[src/rtl/example_fsm.sv]
// Moore sequence detector for the serial pattern 1,1,0,1 (overlapping occurrences allowed).
// y is high for the single state that follows a completed pattern.
module example_fsm (
    input  logic clk,
    input  logic reset,
    input  logic x,
    output logic y
);

    typedef enum logic [2:0] {
        S0    = 3'd0,
        S1    = 3'd1,
        S11   = 3'd2,
        S110  = 3'd3,
        S1101 = 3'd4
    } state_t;

    state_t state;
    state_t state_next;

    always_ff @(posedge clk or posedge reset) begin
        if (reset) begin
            state <= S0;
        end else begin
            state <= state_next;
        end
    end

    // Each state is the longest received suffix that is also a prefix of 1101.
    always_comb begin
        state_next = S0;
        case (state)
            S0:      state_next = x ? S1    : S0;
            S1:      state_next = x ? S11   : S0;
            S11:     state_next = x ? S11   : S110;
            S110:    state_next = x ? S1101 : S0;
            S1101:   state_next = x ? S11   : S0;
            default: state_next = S0;
        endcase
    end

    always_comb begin
        y = 1'b0;
        if (state == S1101) begin
            y = 1'b1;
        end
    end

endmodule

[config.mk]
export PLATFORM = sky130hd
export DESIGN_NAME = example_fsm
export DESIGN_NICKNAME = d
export VERILOG_FILES = /design/src/rtl/example_fsm.sv
export SDC_FILE = /design/constraint.sdc
export NUM_CORES = 1
export LEC_CHECK = 0
export BUFFER_PORTS_ARGS = -buffer_cell sky130_fd_sc_hd__buf_4
export CELL_PAD_IN_SITES_DETAIL_PLACEMENT = 1
export CELL_PAD_IN_SITES_GLOBAL_PLACEMENT = 1
export CORE_AREA = 4 4 41 43
export DETAILED_ROUTE_END_ITERATION = 10
export DIE_AREA = 0 0 45 47
export GPL_TIMING_DRIVEN = 0
export PLACE_DENSITY = 0.39
export SLEW_MARGIN = 40
export SYNTH_ARGS = -nofsm -noshare
export SYNTH_HDL_FRONTEND = slang
export SYNTH_SLANG_ARGS = --single-unit
[constraint.sdc]
create_clock -name clk -period 1.1 [get_ports clk]
set_clock_uncertainty 0.1 [all_clocks]
set_input_delay 0.165 -clock clk [delete_from_list [all_inputs] [get_ports clk]]
set_output_delay 0.165 -clock clk [all_outputs]
set_load 0.1 [all_outputs]
# Word-level counts from Yosys, hierarchy flattened
# Index checks and enable logic that the tools add are counted.
# word_totals
out_inout_bits	1
reg_bits	3
wordCells	13
in_bits	3
# op_classes
n_reduce_logical	2
eq_ne	4
mux	6
# ops
cell	count
case mux 3 bit (4 select lines)	1
== test 3 x 2 -> 1 bit, second input constant	2
== test 3 x 1 -> 1 bit, second input constant	1
== test 3 bit, second input constant	1
zero test 3 bit	1
2-to-1 mux 1 bit	3
2-to-1 mux 3 bit	1
2-to-1 mux 2 bit	1
OR reduction 2 bit	1

# Logic depth before layout (Yosys ltp)
# logic_depth
word_depth	3
ltp_mapped	2

# Worst setup path after synthesis
# OpenSTA, ideal clock, no wires.
# synth_path
path_type	reg-to-reg
startpoint	reg state[1]
endpoint	reg state[1]
synth_period_minus_slack_ps	2094
arrival_time_ps	1925
n_path_buf	0
required_ps	931
setup_ps	69
path_stages_with_launch	3
slack_ps	-994
path_cell_list	dfrtp_1 nor3b_2 a211o_1
# synth_between
elab_chain_len	3
word_cells_on_any_way	7
classes_between	eq/ne: 4; mux: 1; reduce/logical: 2
# synth_rtl
item	line	text
start: declaration	18	state_t state;
start signal: assignment	25	state <= state_next;
== test 3 bit / == test 3 x 1 -> 1 bit (equally long branches)	32	case (state)
OR reduction 2 bit (no line)	--	
case mux 3 bit (4 select lines) *	32	
via state_next[1]	19	state_t state_next;
# Mark *: on every way through the listed nets, which the timed path passes. The rest lies on a longest branch.

# Final worst setup path
# layout_path
startpoint	reg state[0]
endpoint	out y
# layout_between
elab_chain_len	2
# layout_rtl
item	line	text
== test 3 bit	44	if (state == S1101) begin
2-to-1 mux 1 bit	44	
end: declaration	7	output logic y
# Every way passes these cells.

==> metrics.md <==
| Metric | Value |
|---|---|
| Status | complete, but fails checks |
| Failing checks | setup timing |
| Critical-path cell list | nor3b_4, buf_12 |
| Critical path endpoint category | output port |
| WP buf/inv | 1 |
| Final min period | approximately 1.4 ns |
| Post-route ant nets | 0 |
| Fin util | approximately a quarter |
| Post-DP Area | between 150 and 200 sq um |
| CP top delay family | flip-flops |
| N_diodes | 0 |
| Worst VDD drop | ~0.82 mV |
| Worst EP required | 0.83 ns |
| Relative slew slack | a little over four fifths |
| Yosys warning total | 0 |
| Nets | 30 |
| Worst setup path class | flip-flop to output port |
| Final setup margin | -0.278 ns |
| H-tree depth | 1 |
| Leakage power | 0.146 nW |
| First-pass GRT wire length | between 700 and 800 microns |
| Power Dens Cells | between 2000 and 2500 mW/mm^2 |
| DR WL/cell | ~10 microns |
| Fin. Hold Viols | 0 |
| Power Total | ~0.73 mW |
| Fin crit share | 125% |
| Max Fclk | ~730 MHz |
| Die ar. | between 0.002 and 0.0025 sq mm |
| Hold WS | 0.106 ns |
| Worst Reg-to-Reg Cells | 5 |
| CP max FO | 2 |
| I/O pin count | 4 |
| Largest net degree at the start of global routing | 5 |
| Via Count | 146 |
| Root buf cell | clkbuf_4 |
| CP max stage cell | dfrtp_2 |
| Post-synthesis cell type count | 9 |
| FF+latch area | roughly 78 sq um |
| Grt total ovfl | 0 |
| Critical Path Stages | 2 |
| Fin. max-slew vios | 0 |
| CP Data Arrival Time | about 1.1 ns |
| # rows | 13 |
| Num CTS Buffers | 3 |
| Routability cong. | 0.649 |
| Number of global-route vias before repair | 192 |
| Hold Path Class | primary input to flip-flop |
| Clk slew on worst S/H paths | ~0.04 ns |
| Mapped Nets | 14 |
| Crit-path max cell delay | 0.42 ns |
| Post-route cell area | between 300 and 400 sq um |
| Worst-Skew Late Latency | roughly 0.23 ns |
| Hold depth | 2 |
| TritonCTS clock tree | yes |
| Initial antenna violation count | 0 |
| RSZ-0062 raised after global routing | yes |
| I/O Buffers | 3 |
| Largest register by flop count | state |
| Aggregate routed wire length | 426 microns |
| DR DRC count | 0 |
| Starting Density | 10.9% |
| Die Span Y | about 47 microns |
| Area of the multi-input gates | about 74 sq um |
| Mean Syn Cell Area | 12.9 sq um |
| Area Growth Syn to Fin | 116% |
| Sink Count | 3 |
| Max Root-Sink Buffers | 2 |
| DRT iter0 DRCs | 0 |
| Max Cap Viol | 0 |
| Non-filler instance count after layout | ~40 |
| Seq cells post-synth | 3 |
| Final HPWL DP | approximately 240 microns |
| Die Wd | between 40 and 50 microns |
| Core Box Area | ~0.0013 sq mm |
| Drt via density | 3.56 |
| Synth Cell Area | around 140 sq um |
| TritonRoute pass-1 iters | 1 |
| Worst Tran Pin Value | roughly 0.23 ns |
| CP Launch Type | flip-flop |
| Finish-stage setup viols | 4 |
| Largest regs | state (3) |
| # fillers | around 160 |
| Gate Count Post-Synth | 11 |
| Gr usage total | about 5.8% |
| Layout cells sized above 1 | 65.4% |
| Max reg flops | 3 |
| # placed instances | 29 |
| Sequential area share after synthesis | between 50% and 60% |
routing by layer:
metal	vias up	part of all wire [%]	GRT usage, %
li1	71	-	-
met1	74	34	3.42
met2	1	66	9.89
met3	0	0	2.30
met4	0	0	10.5
met5	-	0	0
report_power, final:
| group | switching, mW | total (mW) | internal (mW) |
|---|---|---|---|
| registers | 0.0414 | 0.197 | 0.155 |
| logic | 0.130 | 0.340 | 0.210 |
| clock network | 0.0608 | 0.197 | 0.136 |
path summary, 6_finish.rpt:
| path | slack [ns] | startpoint | endpoint |
|---|---|---|---|
| max | -0.28 | state[0]$_DFF_PP0_ | y |
| min | 0.11 | x | state[1]$_DFF_PP0_ |
| max reg2reg | -0.26 | state[0]$_DFF_PP0_ | state[1]$_DFF_PP0_ |
| min reg2reg | 0.45 | state[2]$_DFF_PP0_ | state[0]$_DFF_PP0_ |
| max in group asynchronous | 0.50 | reset | state[0]$_DFF_PP0_ |
| min in group asynchronous | 0.26 | reset | state[1]$_DFF_PP0_ |
Yosys cell counts:
| cell type | number | area [sq um] |
|---|---|---|
| nor4bb_1 | 1 | 10.0 |
| nor3b_2 | 1 | 12.5 |
| a211o_1 | 1 | 8.76 |
| xnor2_1 | 1 | 8.76 |
| nor3_1 | 1 | 5.00 |
| dfrtp_1 | 3 | 75.1 |
| and4b_1 | 1 | 10.0 |
| inv_1 | 1 | 3.75 |
| nor3b_1 | 1 | 7.51 |
cell families after synthesis:
group | Yosys count | synth area share [%]
AO/OA/AOI/OAI | 1 | 6.20
XOR/XNOR | 1 | 6.20
buffers and inverters | 1 | 2.65
flip-flops | 3 | 53.1
AND/OR/NAND/NOR | 5 | 31.9
cell type report:
cell class	count	area share, %
timing repair buffer	11	34.4
sequential	3	25.4
multi-input combinational	7	24.2
clock buffer	4	8.61
tap	15	6.15
inverter	1	1.23
metrics by stage:
stage / setup WS [ns] / TNS [ns]
2_1_floorplan: -0.582 / -1.04
3_3_place_gp: -0.130 / -0.130
3_5_place_dp: -0.146 / -0.166
4_1_cts: -0.283 / -0.486
5_1_grt: -0.315 / -0.817
6_report: -0.278 / -0.674
repair_timing:
action,CTS,global route
hold buffers,1,0
buffers inserted,5,3
pin swaps,2,3
resized for setup,6,3
cloned,0,0
setup endpoints to repair,2,2
endpoints found under the hold margin,3,0
cell usage in the layout, fill, tap and decap left out:
master / synthesis / final
dfrtp_2: 0 / 2
inv_1: 1 / 1
nor3b_4: 0 / 1
nor3_2: 0 / 1
dfrtp_1: 3 / 1
nor3b_1: 1 / 1
a211o_1: 1 / 1
nor4bb_1: 1 / 1
buf_4: 0 / 7
dlygate4sd3_1: 0 / 1
buf_12: 0 / 1
xnor2_1: 1 / 1
and4b_1: 1 / 1
clkbuf_1: 0 / 1
buf_6: 0 / 2
clkbuf_4: 0 / 3
No activity file was read; power rests on OpenSTA's default activity.
